**src/rtl/add_pkg.sv**
```systemverilog
// Shared definitions for the adder datapath: the 4-bit add unit, its
// interface and the downstream sum accumulator all size themselves from here.
//   OP_W        : adder operand width
//   SUM_W       : adder result width (one carry bit above the operands)
//   sum_t       : one adder result
//   acc_state_e : accumulator block state (collecting / result held)
package add_pkg;

  localparam int unsigned OP_W  = 4;
  localparam int unsigned SUM_W = 5;

  typedef logic [SUM_W-1:0] sum_t;

  typedef enum logic {
    ACC,
    DONE
  } acc_state_e;

endpackage

```
**src/rtl/sum_accum.sv**
```systemverilog
// Block accumulator for the adder result stream. Collects N unsigned samples
// under a valid/ready handshake, then holds the block total and the block
// maximum on an output handshake until downstream takes them.
//
// Ports:
//   clk       : clock, all state changes on the rising edge
//   rst_n     : asynchronous active-low reset
//   clear     : synchronous abort of the current block (beats any handshake)
//   in_valid  : upstream sample valid
//   in_ready  : high while collecting; depends on state only
//   in_sum    : sample value, unsigned
//   out_valid : block result held
//   out_ready : downstream takes the result
//   out_acc   : sum of the N samples of the block
//   out_max   : largest sample of the block
//   count     : samples accepted in the current block
module sum_accum #(
  parameter int unsigned SUM_W = add_pkg::SUM_W,
  parameter int unsigned N     = 4
) (
  input  logic                 clk,
  input  logic                 rst_n,
  input  logic                 clear,
  input  logic                 in_valid,
  output logic                 in_ready,
  input  logic [SUM_W-1:0]     in_sum,
  output logic                 out_valid,
  input  logic                 out_ready,
  output logic [SUM_W+$clog2(N)-1:0] out_acc,
  output logic [SUM_W-1:0]     out_max,
  output logic [$clog2(N)-1:0] count
);

  import add_pkg::acc_state_e;
  import add_pkg::ACC;
  import add_pkg::DONE;

  // N samples of at most 2^SUM_W-1 each always fit, so no overflow handling.
  localparam int unsigned ACC_W = SUM_W + $clog2(N);
  localparam int unsigned CNT_W = $clog2(N);

  localparam logic [CNT_W-1:0] LastIdx = CNT_W'(N - 1);

  acc_state_e       state_q, state_d;
  logic [ACC_W-1:0] acc_q, acc_d;
  logic [SUM_W-1:0] max_q, max_d;
  logic [CNT_W-1:0] count_q, count_d;
  logic [ACC_W-1:0] out_acc_q, out_acc_d;
  logic [SUM_W-1:0] out_max_q, out_max_d;

  logic             accept;
  logic [ACC_W-1:0] acc_sum;
  logic [SUM_W-1:0] max_new;

  assign in_ready  = (state_q == ACC);
  assign out_valid = (state_q == DONE);
  assign accept    = in_valid && in_ready;

  // Running values including the sample offered this cycle.
  assign acc_sum = acc_q + ACC_W'(in_sum);
  assign max_new = (in_sum > max_q) ? in_sum : max_q;

  always_comb begin
    state_d   = state_q;
    acc_d     = acc_q;
    max_d     = max_q;
    count_d   = count_q;
    out_acc_d = out_acc_q;
    out_max_d = out_max_q;

    if (clear) begin
      // Drops both a partial block and any pending result.
      state_d = ACC;
      acc_d   = '0;
      max_d   = '0;
      count_d = '0;
    end else begin
      unique case (state_q)
        ACC: begin
          if (accept) begin
            if (count_q == LastIdx) begin
              // Final sample: publish the result and start the next block clean,
              // so nothing needs resetting at the output handshake.
              out_acc_d = acc_sum;
              out_max_d = max_new;
              acc_d     = '0;
              max_d     = '0;
              count_d   = '0;
              state_d   = DONE;
            end else begin
              acc_d   = acc_sum;
              max_d   = max_new;
              count_d = count_q + CNT_W'(1);
            end
          end
        end
        DONE: begin
          if (out_ready) begin
            state_d = ACC;
          end
        end
        default: state_d = ACC;
      endcase
    end
  end

  always_ff @(posedge clk or negedge rst_n) begin
    if (!rst_n) begin
      state_q   <= ACC;
      acc_q     <= '0;
      max_q     <= '0;
      count_q   <= '0;
      out_acc_q <= '0;
      out_max_q <= '0;
    end else begin
      state_q   <= state_d;
      acc_q     <= acc_d;
      max_q     <= max_d;
      count_q   <= count_d;
      out_acc_q <= out_acc_d;
      out_max_q <= out_max_d;
    end
  end

  assign out_acc = out_acc_q;
  assign out_max = out_max_q;
  assign count   = count_q;

endmodule

```
**config.mk**
```make
export PLATFORM = sky130hd
export DESIGN_NAME = sum_accum
export DESIGN_NICKNAME = d
export VERILOG_FILES = /design/src/rtl/add_pkg.sv /design/src/rtl/sum_accum.sv
export SDC_FILE = /design/constraint.sdc
export NUM_CORES = 1
export LEC_CHECK = 0
export ABC_CLOCK_PERIOD_IN_PS = 4920
export BUFFER_PORTS_ARGS = -buffer_cell sky130_fd_sc_hd__buf_2
export CAP_MARGIN = 20
export CORE_ASPECT_RATIO = 0.9
export CORE_MARGIN = 5
export CORE_UTILIZATION = 52
export CTS_CLUSTER_DIAMETER = 40
export DETAILED_ROUTE_END_ITERATION = 7
export PLACE_DENSITY = 0.76
export SLEW_MARGIN = 20
export SYNTH_ARGS = -nofsm -noshare
export SYNTH_HDL_FRONTEND = slang
export SYNTH_SLANG_ARGS = --single-unit
```
**constraint.sdc**
```tcl
create_clock -name clk -period 4.92 [get_ports clk]
set_clock_uncertainty 0.2 [all_clocks]
set_input_delay 1.476 -clock clk [delete_from_list [all_inputs] [get_ports clk]]
set_output_delay 1.476 -clock clk [all_outputs]
set_load 0.05 [all_outputs]
```
==> results.md, run 1 <==
Die:
- The die covers 4135 um^2.
- After floorplanning, the core was divided into 18 placement rows.
- 26 I/O pins were placed.
- The core region is 2793 um^2.
- The horizontal extent of the die is 67.23 um.
- The effective utilization at floorplan is 54.88%.
- The floorplan step set the die height to 61.51 um.

Logic synthesis:
- Counting distinct cell types in the post-synthesis netlist gives 41.
- The cell area that synthesis handed to floorplanning was 1533 um^2.
- Among all flip-flop cells after synthesis, the most frequent one is sky130_fd_sc_hd__dfrtp_1.
- The post-synthesis async set-or-reset flop share is 100.0%.
- After synthesis the netlist holds a flip-flop and latch count of 27.
- The number of enable-type register cells in the synthesized netlist is 0.
- The share of the yosys chip area belonging to registers is 44.08%.
- The mean cell area of the mapped netlist is 10.08 um^2.
- The cell count after synthesis came out at 152.
- When the netlist entered floorplanning its net count stood at 174.
- The total of warnings raised by yosys is 0.

Finish:
- The fraction of layout cells with a size suffix above 1 is 18.86%.
- The area growth from synthesis to layout is 10.94%.
- Once layout is complete, the cells apart from fillers number 215.
- The final design instance area without fill is 1700 um^2.
- The number of antenna diodes in the final layout is 0.
- The final-stage net count is 198.

CTS:
- The number of hold buffers added after CTS was 0.
- The H-tree depth is 1.
- The number of buffers added for setup after CTS is 0.
- The tree is rooted in a sky130_fd_sc_hd__clkbuf_4.
- The clock transition time at the flip-flop clock pins of the worst setup and hold paths is 150 ps.
- The clock sink count is 27.
- The maximum buffer depth of the clock tree is 2.
- TritonCTS built the clock tree.
- The number of gates resized after cts is 0.
- At the later pin of the worst-skew pair, clock insertion delay measures 340 ps.
- The number of buffers inserted during clock tree synthesis is 3.

Placement:
- The placed instance area is 1670 um^2.
- The weighted congestion reported at the end of routability-driven placement is 0.8351.
- The cell total after placement is 211.
- The minimum setup slack after placement is 1433 ps.
- The number of buffers added on ports is 25.
- The half-perimeter wire length after placement is 2489 um.

STA:
- In the post-route analysis, the smallest setup slack over all paths is 1793 ps.
- The final hold violation count is 0.
- The maximum clock frequency is 0.3198 GHz.
- Setup repair after global routing left no endpoint under its margin.
- In this run the tightest slew margin relative to its limit is 44.79%.
- The worst slack on hold paths is 288.0 ps.
- The pin slew with the least headroom to its limit is 825.9 ps.
- The setup violation total in the final timing report is 0.
- The total count of max-transition violations in the final report came to 0.
- The total negative setup slack is 0 ps.
- The final critical path takes up 63.56% of the cycle.
- The minimum clock period after layout is 3127 ps.

Setup path:
- The reg-to-reg critical path endpoint is max_q[2]$_DFFE_PN0P_.
- Measured in cells, the most critical reg-to-reg path has a length of 5.
- Data on the critical path arrives at its endpoint at 3170 ps.
- Along the worst path, the maximum fanout reaches 13.
- STA classifies the critical path startpoint as an input port.
- The critical path class is in -> reg.
- The worst setup path is captured at a register.
- In this run the critical register-to-register path is launched from count[0]$_DFFE_PN0P_.
- The data required time at the worst endpoint is 4970 ps.
- The worst setup slack for register-to-register paths is 2620 ps.

Power:
- Dividing total power by cell area gives a power density of 343.9 nW/um^2.
- The worst-case IR drop observed on VDD is 0.2263 mV.
- The analysis attributes to cell leakage a power of 0.8316 nW.

Global route:
- The sum of overflow across all layers after global routing is 0.
- The via count of the first global-routing pass is 1,222.
- Entering global routing, the biggest net connects 28 pins.
- The first global-routing pass estimated 5478 um of wire.
- The global routing usage summed across all routing layers is 17.73%.
- The number of antenna violations at the first check in global routing was 0.

Drt:
- Dividing the detail-routed via count by the number of cells gives 5.837.
- The initial DRC count is 77.
- The final wirelength is 3251 um.
- For this block, the via count after detailed routing is 1,255.
- The routed wirelength normalized by instance count is 15.12 um.
- The residual DRC count is 0.
- The first-pass iteration count of the detailed router is 5.
- The detail route stage leaves a number of antenna-violating nets equal to 0.

Hold path:
- The worst hold endpoint is out_acc[0]$_DFFE_PN0P_.
- The worst hold path begins at out_acc[0]$_DFFE_PN0P_.
- Counting instances, the worst hold path has a depth of 2.
- The worst hold path belongs to the class reg -> reg.

Run:
- The number of max-capacitance violations reported is 0.

Status:
- The run finished with clean final reports.
-- flip-flops by register name, indices dropped and copies added (netlist names) --
signal / count
out_max: 5
out_valid: 1
acc_q: 7
out_acc: 7
max_q: 5
count: 2
-- worst max-delay path by stage --
| stage | startpoint | endpoint | slack, ps | depth (start not counted) |
|---|---|---|---|---|
| global placement | in_sum[2] | max_q[1]$_DFFE_PN0P_ | 1490 | 6 |
| global route | in_sum[2] | max_q[2]$_DFFE_PN0P_ | 1730 | 6 |
| floorplan | in_sum[2] | out_max[1]$_DFFE_PN0P_ | 1770 | 6 |
| CTS | in_sum[2] | max_q[2]$_DFFE_PN0P_ | 1820 | 6 |
| detailed placement | in_sum[2] | max_q[2]$_DFFE_PN0P_ | 1430 | 6 |
| finish | in_sum[2] | max_q[2]$_DFFE_PN0P_ | 1790 | 6 |
-- cell usage after synthesis, types with 3 or more instances --
library cell,number,area (um^2)
sky130_fd_sc_hd__a21oi_1,4,20.02
sky130_fd_sc_hd__nand3_1,7,35.03
sky130_fd_sc_hd__a21o_1,5,37.54
sky130_fd_sc_hd__xnor2_1,3,26.28
sky130_fd_sc_hd__a32o_1,5,50.05
sky130_fd_sc_hd__nor2_1,8,30.03
sky130_fd_sc_hd__nand2_1,17,63.81
sky130_fd_sc_hd__inv_1,10,37.54
sky130_fd_sc_hd__a31oi_1,4,25.02
sky130_fd_sc_hd__o21ai_0,10,50.05
sky130_fd_sc_hd__clkbuf_1,4,15.01
sky130_fd_sc_hd__a22o_1,5,43.79
sky130_fd_sc_hd__dfrtp_1,27,675.7
sky130_fd_sc_hd__ha_1,11,137.6
-- layout make-up --
| type | instances | area, um^2 |
|---|---|---|
| clock buffer | 3 | 22.52 |
| inverter | 10 | 37.54 |
| multi-input combinational | 109 | 782.0 |
| timing repair buffer | 25 | 125.1 |
| fill | 276 | 1092 |
| tap | 40 | 50.05 |
| sequential | 27 | 675.6 |
| clock inverter | 1 | 7.507 |
-- worst max-delay path, cell delays in order --
cell	delay [ps]
sky130_fd_sc_hd__buf_2	130
sky130_fd_sc_hd__ha_1	300
sky130_fd_sc_hd__a211o_1	260
sky130_fd_sc_hd__a221o_1	490
sky130_fd_sc_hd__and2_1	250
sky130_fd_sc_hd__a32o_1	270
-- through the flow --
stage	total power, mW	util (%)
after floorplan	0.4359	-
after global placement	0.4826	59.81
after detailed placement	0.4898	59.81
after CTS	0.5895	60.89
after global routing	0.6194	60.89
final	0.5848	60.89
-- power breakdown --
group	switching (mW)	leakage, nW	internal, mW
logic	0.151	0.453	0.0647
clock network	0.0688	0.0139	0.0312
registers	0.0173	0.364	0.251
total	0.237	0.832	0.347
-- cell families (layout without fill, tap and decap cells) --
logic type                 after synthesis  in the layout  share of synthesized area [%]
and+or+nand+nor                         44             44                          14.94
AOI/OAI and AO/OA                       46             46                          21.47
muxes                                    3              3                          2.041
adders and majority gates               12             12                          10.29
xor gates and xnor gates                 4              4                          2.286
DFF                                     27             27                          44.08
buffers and inverters                   16             39                          4.898
-- layer usage --
metal  share of wire [%]  routed length [um]  track usage, %
met4                 1.8                  57           5.780
met3                 5.1                 166           4.197
met5                   0                   0               0
met1                  47                1543           22.94
met2                  46                1483           29.55
-- layout by cell type, fill, tap and decap left out, drive strengths merged, types with 3 or more instances in the layout --
| cell | Yosys | routed |
|---|---|---|
| dfrtp | 27 | 27 |
| a21o | 5 | 5 |
| xnor2 | 3 | 3 |
| nand3 | 7 | 7 |
| nand2 | 17 | 17 |
| inv | 10 | 10 |
| a32o | 5 | 5 |
| ha | 11 | 11 |
| buf | 2 | 25 |
| nor2 | 8 | 8 |
| clkbuf | 4 | 3 |
| a21oi | 4 | 4 |
| a22o | 5 | 5 |
| o21ai | 11 | 11 |
| a31oi | 4 | 4 |
No activity file was read; power rests on OpenSTA's default activity.
==> inputs of run 2 (changes only) <==
--- a/config.mk
+++ b/config.mk
@@ -5,12 +5,12 @@
 export SDC_FILE = /design/constraint.sdc
 export NUM_CORES = 1
 export LEC_CHECK = 0
-export ABC_CLOCK_PERIOD_IN_PS = 4920
+export ABC_CLOCK_PERIOD_IN_PS = 2650
 export BUFFER_PORTS_ARGS = -buffer_cell sky130_fd_sc_hd__buf_2
 export CAP_MARGIN = 20
 export CORE_ASPECT_RATIO = 0.9
 export CORE_MARGIN = 5
-export CORE_UTILIZATION = 52
+export CORE_UTILIZATION = 50
 export CTS_CLUSTER_DIAMETER = 40
 export DETAILED_ROUTE_END_ITERATION = 7
 export PLACE_DENSITY = 0.76
==> constraint.sdc (replaced) <==
create_clock -name clk -period 2.65 [get_ports clk]
set_clock_uncertainty 0.2 [all_clocks]
set_input_delay 0.795 -clock clk [delete_from_list [all_inputs] [get_ports clk]]
set_output_delay 0.795 -clock clk [all_outputs]
set_load 0.05 [all_outputs]
==> run 2 against run 1 <==
Final area is 5.9% higher. Count of clock-buffer cells in the layout unchanged. Critical path type unchanged. Via count grew 3.9%. Register-to-register slack got worse by 2200 ps. Combinational power increased by 95%. Global-route usage is essentially flat. Hold slack got worse by 42 ps. Sequential cell count stayed put. Largest cell class unchanged. Power rose by 89%. Setup slack got worse by 1500 ps. Sequential share of layout area fell by 2.2 points. Sequential power rose by 86%.
==> results.md, run 2 (synthesis gave the netlist of run 1 again) <==
Global route:
- The sum of overflow across all layers after global routing is 0 (unchanged).
- The pin count of the biggest net entering global routing is 28 (unchanged).
- The number of antenna violations at the first check in global routing came to 0 (unchanged).
- The wire length of the first global-routing pass came to 5892 um (was 5478 um).
- The global routing usage summed across all routing layers is 17.75% (was 17.73%).
- The via count of the first global-routing pass is 1,339 (was 1,222).

STA:
- The pin slew with the least headroom to its limit came to 599.9 ps (was 825.9 ps).
- The headroom to the max-slew limit is 60.01% (was 44.79%).
- The setup violation total in the final timing report was 0 (unchanged).
- The maximum clock frequency is 0.4227 GHz.
- The worst path in the final design needs a cycle of 2366 ps, including I/O delays and setup.
- The period utilization is 89.27%.
- The final hold violation count came to 0 (unchanged).
- Unrepaired setup endpoints after global routing: false (unchanged).
- The total count of max-transition violations in the final report is 0 (unchanged).

Drt:
- The detailed-route vias per instance came to 5.670 (was 5.837).
- The number of nets still failing antenna checks after routing came to 0 (unchanged).
- The final wirelength is 3425 um (was 3251 um).
- The initial DRC count was 53 (was 77).
- The first-pass iteration count of the detailed router was 5 (unchanged).
- The residual DRC count is 0 (unchanged).
- The routed wirelength normalized by instance count is 14.89 um (was 15.12 um).
- The total via count in the routed design is 1,304 (was 1,255).

Power:
- The combinational group share of total power is 38.0% (was 36.9%).
- The internal power was 0.6614 mW (was 0.3474 mW).
- The clock share of power came to 16.8% (was 17.1%).
- The total power per unit cell area is 615.2 nW/um^2 (was 343.9 nW/um^2).
- The total net switching power was 0.4463 mW (was 0.2374 mW).
- The share of power burned in registers is 45.1% (was 46.0%).
- The switching part of the total power is 40.29% (was 40.60%).
- The total power was 1.108 mW (was 0.5848 mW).
- The maximum vdd drop is 0.3842 mV (was 0.2263 mV).
- The leakage power came to 0.8947 nW (was 0.8316 nW).

Setup path:
- The sort of element at the start of the critical path is an input port (unchanged).
- The source of the worst register-to-register timing path is max_q[2]$_DFFE_PN0P_ (was count[0]$_DFFE_PN0P_).
- The sum of buffers and inverters on the critical path was 2 (was 1).
- The cell family with the largest share of critical-path delay is compound AO/OA/AOI/OAI gates (unchanged).
- The launch point of the worst path is in_sum[2] (unchanged).
- The largest incremental delay on the critical path came to 410 ps (was 490 ps).
- The data arrival time of the critical path is 2420 ps (was 3170 ps).
- Worst path cell trace: buf_2, ha_1, a211o_1, a221o_1, buf_4, a21o_1, a31oi_1 (was buf_2, ha_1, a211o_1, a221o_1, and2_1, a32o_1).
- The largest driver fanout on the critical path is 8 (was 13).
- The critical path class is in -> reg (unchanged).
- The slowest stage cell on the critical path was sky130_fd_sc_hd__a221o_1 (unchanged).
- The data required time at the worst endpoint is 2710 ps (was 4970 ps).
- The sort of element at the end of the critical path is a register (unchanged).

Placement:
- The number of buffers added on ports is 25 (unchanged).
- The weighted congestion reported at the end of routability-driven placement is 0.8722 (was 0.8351).
- The half-perimeter wire length after placement is 2686 um (was 2489 um).
- The placed instance area is 1770 um^2 (was 1670 um^2).

Finish:
- Commonest non-fill, non-tap cells in the layout: sky130_fd_sc_hd__dfrtp_1, sky130_fd_sc_hd__buf_2, sky130_fd_sc_hd__nand2_1 (unchanged).
- The area growth from synthesis to layout was 17.47% (was 10.94%).
- The final-stage net count is 211 (was 198).
- The most frequent standard cell in the layout excluding fill and tap cells is sky130_fd_sc_hd__dfrtp_1 (unchanged).
- The final design instance area without fill is 1800 um^2 (was 1700 um^2).
- The number of inserted diodes came to 0 (unchanged).
- The fraction of layout cells with a size suffix above 1 was 24.47% (was 18.86%).
- The utilization of the core after routing came to 60.11% (was 60.89%).

CTS:
- The clock transition time at the flip-flop clock pins of the worst setup and hold paths is 150 ps (about the same).
- The number of buffers added for setup after CTS is 0 (unchanged).
- The H-tree depth is 1 (unchanged).
- The post-cts hold buffer count is 0 (unchanged).
- The buffer type at the clock tree root is sky130_fd_sc_hd__clkbuf_4 (unchanged).
- The maximum buffer depth of the clock tree came to 2 (unchanged).
- The clock sink count is 27 (unchanged).
- The clock latency reported for the late side of the worst-skew pair is 330 ps (was 340 ps).
- The number of gates resized after cts is 0 (unchanged).
- The TritonCTS clock tree is built (unchanged).
- The number of buffers inserted during clock tree synthesis was 3 (unchanged).

Die:
- The core region area is 2995 um^2 (was 2793 um^2).
- The horizontal extent of the die came to 68.36 um (was 67.23 um).
- The number of primary I/O pins is 26 (unchanged).
- The number of rows in the core area is 19 (was 18).
- The floorplan die height is 62.53 um (was 61.51 um).
- The floorplan die area is 4274 um^2 (was 4135 um^2).
- The effective utilization at floorplan is 51.17% (was 54.88%).

Run:
- The number of max-capacitance violations reported is 0 (unchanged).

Status:
- Status: complete, no violations (unchanged).

Hold path:
- The class of the tightest hold or removal check is in -> async (was reg -> reg).
==> run 2: cell type report <==
class	instances	area, um^2
Fill cell	270	1195
Tap cell	42	52.55
Timing Repair Buffer	38	222.7
Sequential cell	27	675.6
Clock buffer	3	22.52
Clock inverter	1	7.507
Inverter	10	37.54
Multi-Input combinational cell	109	782.0
==> run 2: worst paths after layout <==
check	end	slack [ps]	depth (start not counted)
hold / removal	out_acc[2]$_DFFE_PN0P_	250	1
max in group asynchronous	acc_q[4]$_DFFE_PN0P_	1620	1
setup reg to reg	out_max[2]$_DFFE_PN0P_	430	7
hold reg to reg	out_max[4]$_DFFE_PN0P_	290	2
min in group clk	out_max[4]$_DFFE_PN0P_	290	2
setup / recovery	out_max[2]$_DFFE_PN0P_	280	7
==> run 2: per-layer routing <==
metal | vias to the layer above | global-route usage (%) | part of all wire [%]
met5 | - | 0 | 0
met4 | 0 | 4.715 | 1.9
met3 | 6 | 5.216 | 5.6
met2 | 35 | 28.76 | 48
met1 | 630 | 22.72 | 44
li1 | 633 | - | -
==> run 2: power by group through the flow <==
stage	combinational (mW)	clock (mW)	sequential [mW]
4_1_cts	0.424	0.192	0.501
6_report	0.421	0.186	0.500
2_1_floorplan	0.165	0	0.644
3_3_place_gp	0.410	0	0.505
3_5_place_dp	0.423	0	0.508
5_1_grt	0.458	0.210	0.509
==> run 2: metrics by stage <==
| step | cells | hold WS (ps) | setup TNS (ps) | worst slack (ps) |
|---|---|---|---|---|
| detailed placement | 226 | 265.9 | -285.7 | -49.30 |
| floorplan | 152 | 253.8 | 0 | 182.3 |
| global placement | 226 | 253.4 | 0 | 18.98 |
| finish | 230 | 246.5 | 0 | 284.3 |
| global route | 230 | 275.2 | 0 | 254.0 |
| CTS | 230 | 263.9 | 0 | 313.5 |
==> inputs of run 3 (changes only) <==
--- a/config.mk
+++ b/config.mk
@@ -8,12 +8,14 @@
 export ABC_CLOCK_PERIOD_IN_PS = 2650
 export BUFFER_PORTS_ARGS = -buffer_cell sky130_fd_sc_hd__buf_2
 export CAP_MARGIN = 20
+export CELL_PAD_IN_SITES_DETAIL_PLACEMENT = 0
+export CELL_PAD_IN_SITES_GLOBAL_PLACEMENT = 2
 export CORE_ASPECT_RATIO = 0.9
 export CORE_MARGIN = 5
-export CORE_UTILIZATION = 50
+export CORE_UTILIZATION = 31
 export CTS_CLUSTER_DIAMETER = 40
 export DETAILED_ROUTE_END_ITERATION = 7
-export PLACE_DENSITY = 0.76
+export PLACE_DENSITY = 0.75
 export SLEW_MARGIN = 20
 export SYNTH_ARGS = -nofsm -noshare
 export SYNTH_HDL_FRONTEND = slang
==> run 3 against run 2 <==
Clock power rose by 26%. Sequential power about the same. Register-to-register slack improved by 60 ps. Largest cell class unchanged. Highest routed layer unchanged. Sequential cell count unchanged. Non-clock buffer count rose by 2. Largest power group unchanged. Critical path type unchanged. Power increased by 4.8%. Count of clock-buffer cells in the layout up 1.
==> results.md, run 3 (synthesis gave the netlist of run 1 again) <==
Status:
- Status: complete, no violations (unchanged).

Finish:
- The fraction of layout cells with a size suffix above 1 is 24.74% (was 24.47%).
- The most frequent standard cell in the layout excluding fill and tap cells is sky130_fd_sc_hd__dfrtp_1 (unchanged).
- The final design instance area without fill came to 1859 um^2 (was 1800 um^2).
- The filler-free cell count of the finished design was 255 (was 230).
- The area growth from synthesis to layout came to 21.31% (was 17.47%).
- The number of inserted diodes is 0 (unchanged).
- The fill cell instance count of the final layout is 502 (was 270).
- Commonest non-fill, non-tap cells in the layout: sky130_fd_sc_hd__dfrtp_1, sky130_fd_sc_hd__buf_2, sky130_fd_sc_hd__nand2_1 (unchanged).
- The final-stage net count was 213 (was 211).

Setup path:
- The sort of element at the end of the critical path is a register (unchanged).
- The data arrival time of the critical path is 2420 ps (about the same).
- The critical path class is in -> reg (unchanged).
- The data required time at the worst endpoint is 2660 ps (was 2710 ps).
- The sort of element at the start of the critical path is an input port (unchanged).
- The slowest stage cell on the critical path was sky130_fd_sc_hd__a221o_1 (unchanged).
- Worst path cell trace: buf_2, ha_1, a211o_1, a221o_1, buf_4, o21ai_1, a32o_1 (was buf_2, ha_1, a211o_1, a221o_1, buf_4, a21o_1, a31oi_1).
- The largest incremental delay on the critical path came to 350 ps (was 410 ps).
- The sum of buffers and inverters on the critical path is 2 (unchanged).
- The cell family with the largest share of critical-path delay is compound AO/OA/AOI/OAI gates (unchanged).
- The largest driver fanout on the critical path is 4 (was 8).

STA:
- Unrepaired setup endpoints after global routing: false (unchanged).
- The maximum clock frequency is 0.4144 GHz (was 0.4227 GHz).
- The minimum clock period after layout is 2413 ps (was 2366 ps).
- The setup violation total in the final timing report is 0 (unchanged).
- The worst slack on hold paths is 278.3 ps (was 246.5 ps).
- The period utilization is 91.06% (was 89.27%).
- The pin slew with the least headroom to its limit was 603.3 ps (was 599.9 ps).
- The headroom to the max-slew limit is 59.78% (was 60.01%).
- The final hold violation count is 0 (unchanged).
- The total negative setup slack came to 0 ps (unchanged).
- The total count of max-transition violations in the final report was 0 (unchanged).

Drt:
- The detailed-route vias per instance was 5.051 (was 5.670).
- The number of nets still failing antenna checks after routing is 0 (unchanged).
- The total via count in the routed design is 1,288 (was 1,304).
- The first-pass iteration count of the detailed router came to 6 (was 5).
- The final wirelength is 3657 um (was 3425 um).
- The initial DRC count is 37 (was 53).
- The residual DRC count is 0 (unchanged).
- The routed wirelength normalized by instance count is 14.34 um (was 14.89 um).

Global route:
- The sum of overflow across all layers after global routing is 0 (unchanged).
- The pin count of the biggest net entering global routing was 28 (unchanged).
- The via count of the first global-routing pass came to 1,372 (was 1,339).
- The wire length of the first global-routing pass came to 6630 um (was 5892 um).
- The global routing usage summed across all routing layers is 12.47% (was 17.75%).
- The number of antenna violations at the first check in global routing was 0 (unchanged).

Placement:
- The weighted congestion reported at the end of routability-driven placement is 0.8521 (was 0.8722).
- The cell total after placement is 251 (was 226).
- The number of buffers added on ports is 25 (unchanged).
- The half-perimeter wire length after placement came to 2831 um (was 2686 um).
- The placed instance area came to 1814 um^2 (was 1770 um^2).

CTS:
- The clock sink count is 27 (unchanged).
- The maximum buffer depth of the clock tree was 2 (unchanged).
- The clock transition time at the flip-flop clock pins of the worst setup and hold paths is 90 ps (was 150 ps).
- The post-cts hold buffer count is 0 (unchanged).
- The clock latency reported for the late side of the worst-skew pair was 270 ps (was 330 ps).
- The buffer type at the clock tree root is sky130_fd_sc_hd__clkbuf_8 (was sky130_fd_sc_hd__clkbuf_4).
- The H-tree depth is 1 (unchanged).
- The TritonCTS clock tree is built (unchanged).
- The number of buffers added for setup after CTS was 0 (unchanged).
- The number of buffers inserted during clock tree synthesis is 3 (unchanged).
- The number of gates resized after cts is 0 (unchanged).

Die:
- The number of rows in the core area is 24 (was 19).
- The floorplan die area came to 6452 um^2 (was 4274 um^2).
- The floorplan die height is 76.71 um (was 62.53 um).
- The number of primary I/O pins is 26 (unchanged).
- The core region area is 4835 um^2 (was 2995 um^2).
- The horizontal extent of the die came to 84.12 um (was 68.36 um).
- The effective utilization at floorplan was 31.70% (was 51.17%).

Run:
- The number of max-capacitance violations reported was 0 (unchanged).

Hold path:
- The class of the tightest hold or removal check is reg -> reg (was in -> async).

Power:
- The total power is 1.161 mW (was 1.108 mW).
- The total power per unit cell area was 624.6 nW/um^2 (was 615.2 nW/um^2).
- The leakage power was 0.9130 nW (was 0.8947 nW).
- The maximum vdd drop came to 0.2460 mV (was 0.3842 mV).
==> run 3: cell count changes in the layout (fill, tap and decap cells not counted), sizes merged <==
cell      previous run  this run
clkbuf               3         4
clkinvlp             1         0
buf                 38        40
==> run 3: metrics by stage <==
| stage | setup WS, ps | util (%) |
|---|---|---|
| floorplan | 182.3 | - |
| global placement | 18.13 | 37.53 |
| detailed placement | -41.83 | 37.53 |
| CTS | 249.0 | 38.46 |
| global route | 147.9 | 38.46 |
| finish | 236.9 | 38.46 |
==> run 3: worst paths after layout <==
| check | slack, ps | endpoint | startpoint | cells after the start |
|---|---|---|---|---|
| setup / recovery | 240 | max_q[3]$_DFFE_PN0P_ | in_sum[2] | 7 |
| hold / removal | 280 | out_acc[1]$_DFFE_PN0P_ | out_acc[1]$_DFFE_PN0P_ | 2 |
| setup reg to reg | 490 | max_q[3]$_DFFE_PN0P_ | max_q[2]$_DFFE_PN0P_ | 7 |
| hold reg to reg | 280 | out_acc[1]$_DFFE_PN0P_ | out_acc[1]$_DFFE_PN0P_ | 2 |
| max in group asynchronous | 1530 | out_acc[2]$_DFFE_PN0P_ | rst_n | 1 |
| min in group asynchronous | 320 | count[0]$_DFFE_PN0P_ | rst_n | 1 |
==> run 3: worst min-delay path, stage by stage, from the launching register on <==
cell and delay, ps:
sky130_fd_sc_hd__dfrtp_1 350, sky130_fd_sc_hd__nand2_1 50, sky130_fd_sc_hd__nand2_1 50
==> run 3: layer usage <==
metal | share of wire (%) | global-route usage [%]
met2 | 46 | 19.56
met4 | 0.79 | 2.412
met5 | 0 | 0
met3 | 4.7 | 3.215
met1 | 49 | 17.43
==> run 3: report_power, final <==
group / total, mW / switching, mW / internal [mW] / leakage, nW
clock: 0.234 / 0.127 / 0.108 / 0.0228
sequential: 0.502 / 0.0353 / 0.467 / 0.364
combinational: 0.425 / 0.283 / 0.142 / 0.526
total: 1.16 / 0.444 / 0.717 / 0.913
==> run 3: area by class of cell <==
| cell class | instances | area [um^2] | area share [%] |
|---|---|---|---|
| Tap cell | 65 | 81.33 | 4.374 |
| Sequential cell | 27 | 675.6 | 36.34 |
| Inverter | 10 | 37.54 | 2.019 |
| Clock buffer | 4 | 45.04 | 2.423 |
| Multi-Input combinational cell | 109 | 782.0 | 42.06 |
| Timing Repair Buffer | 40 | 237.7 | 12.79 |
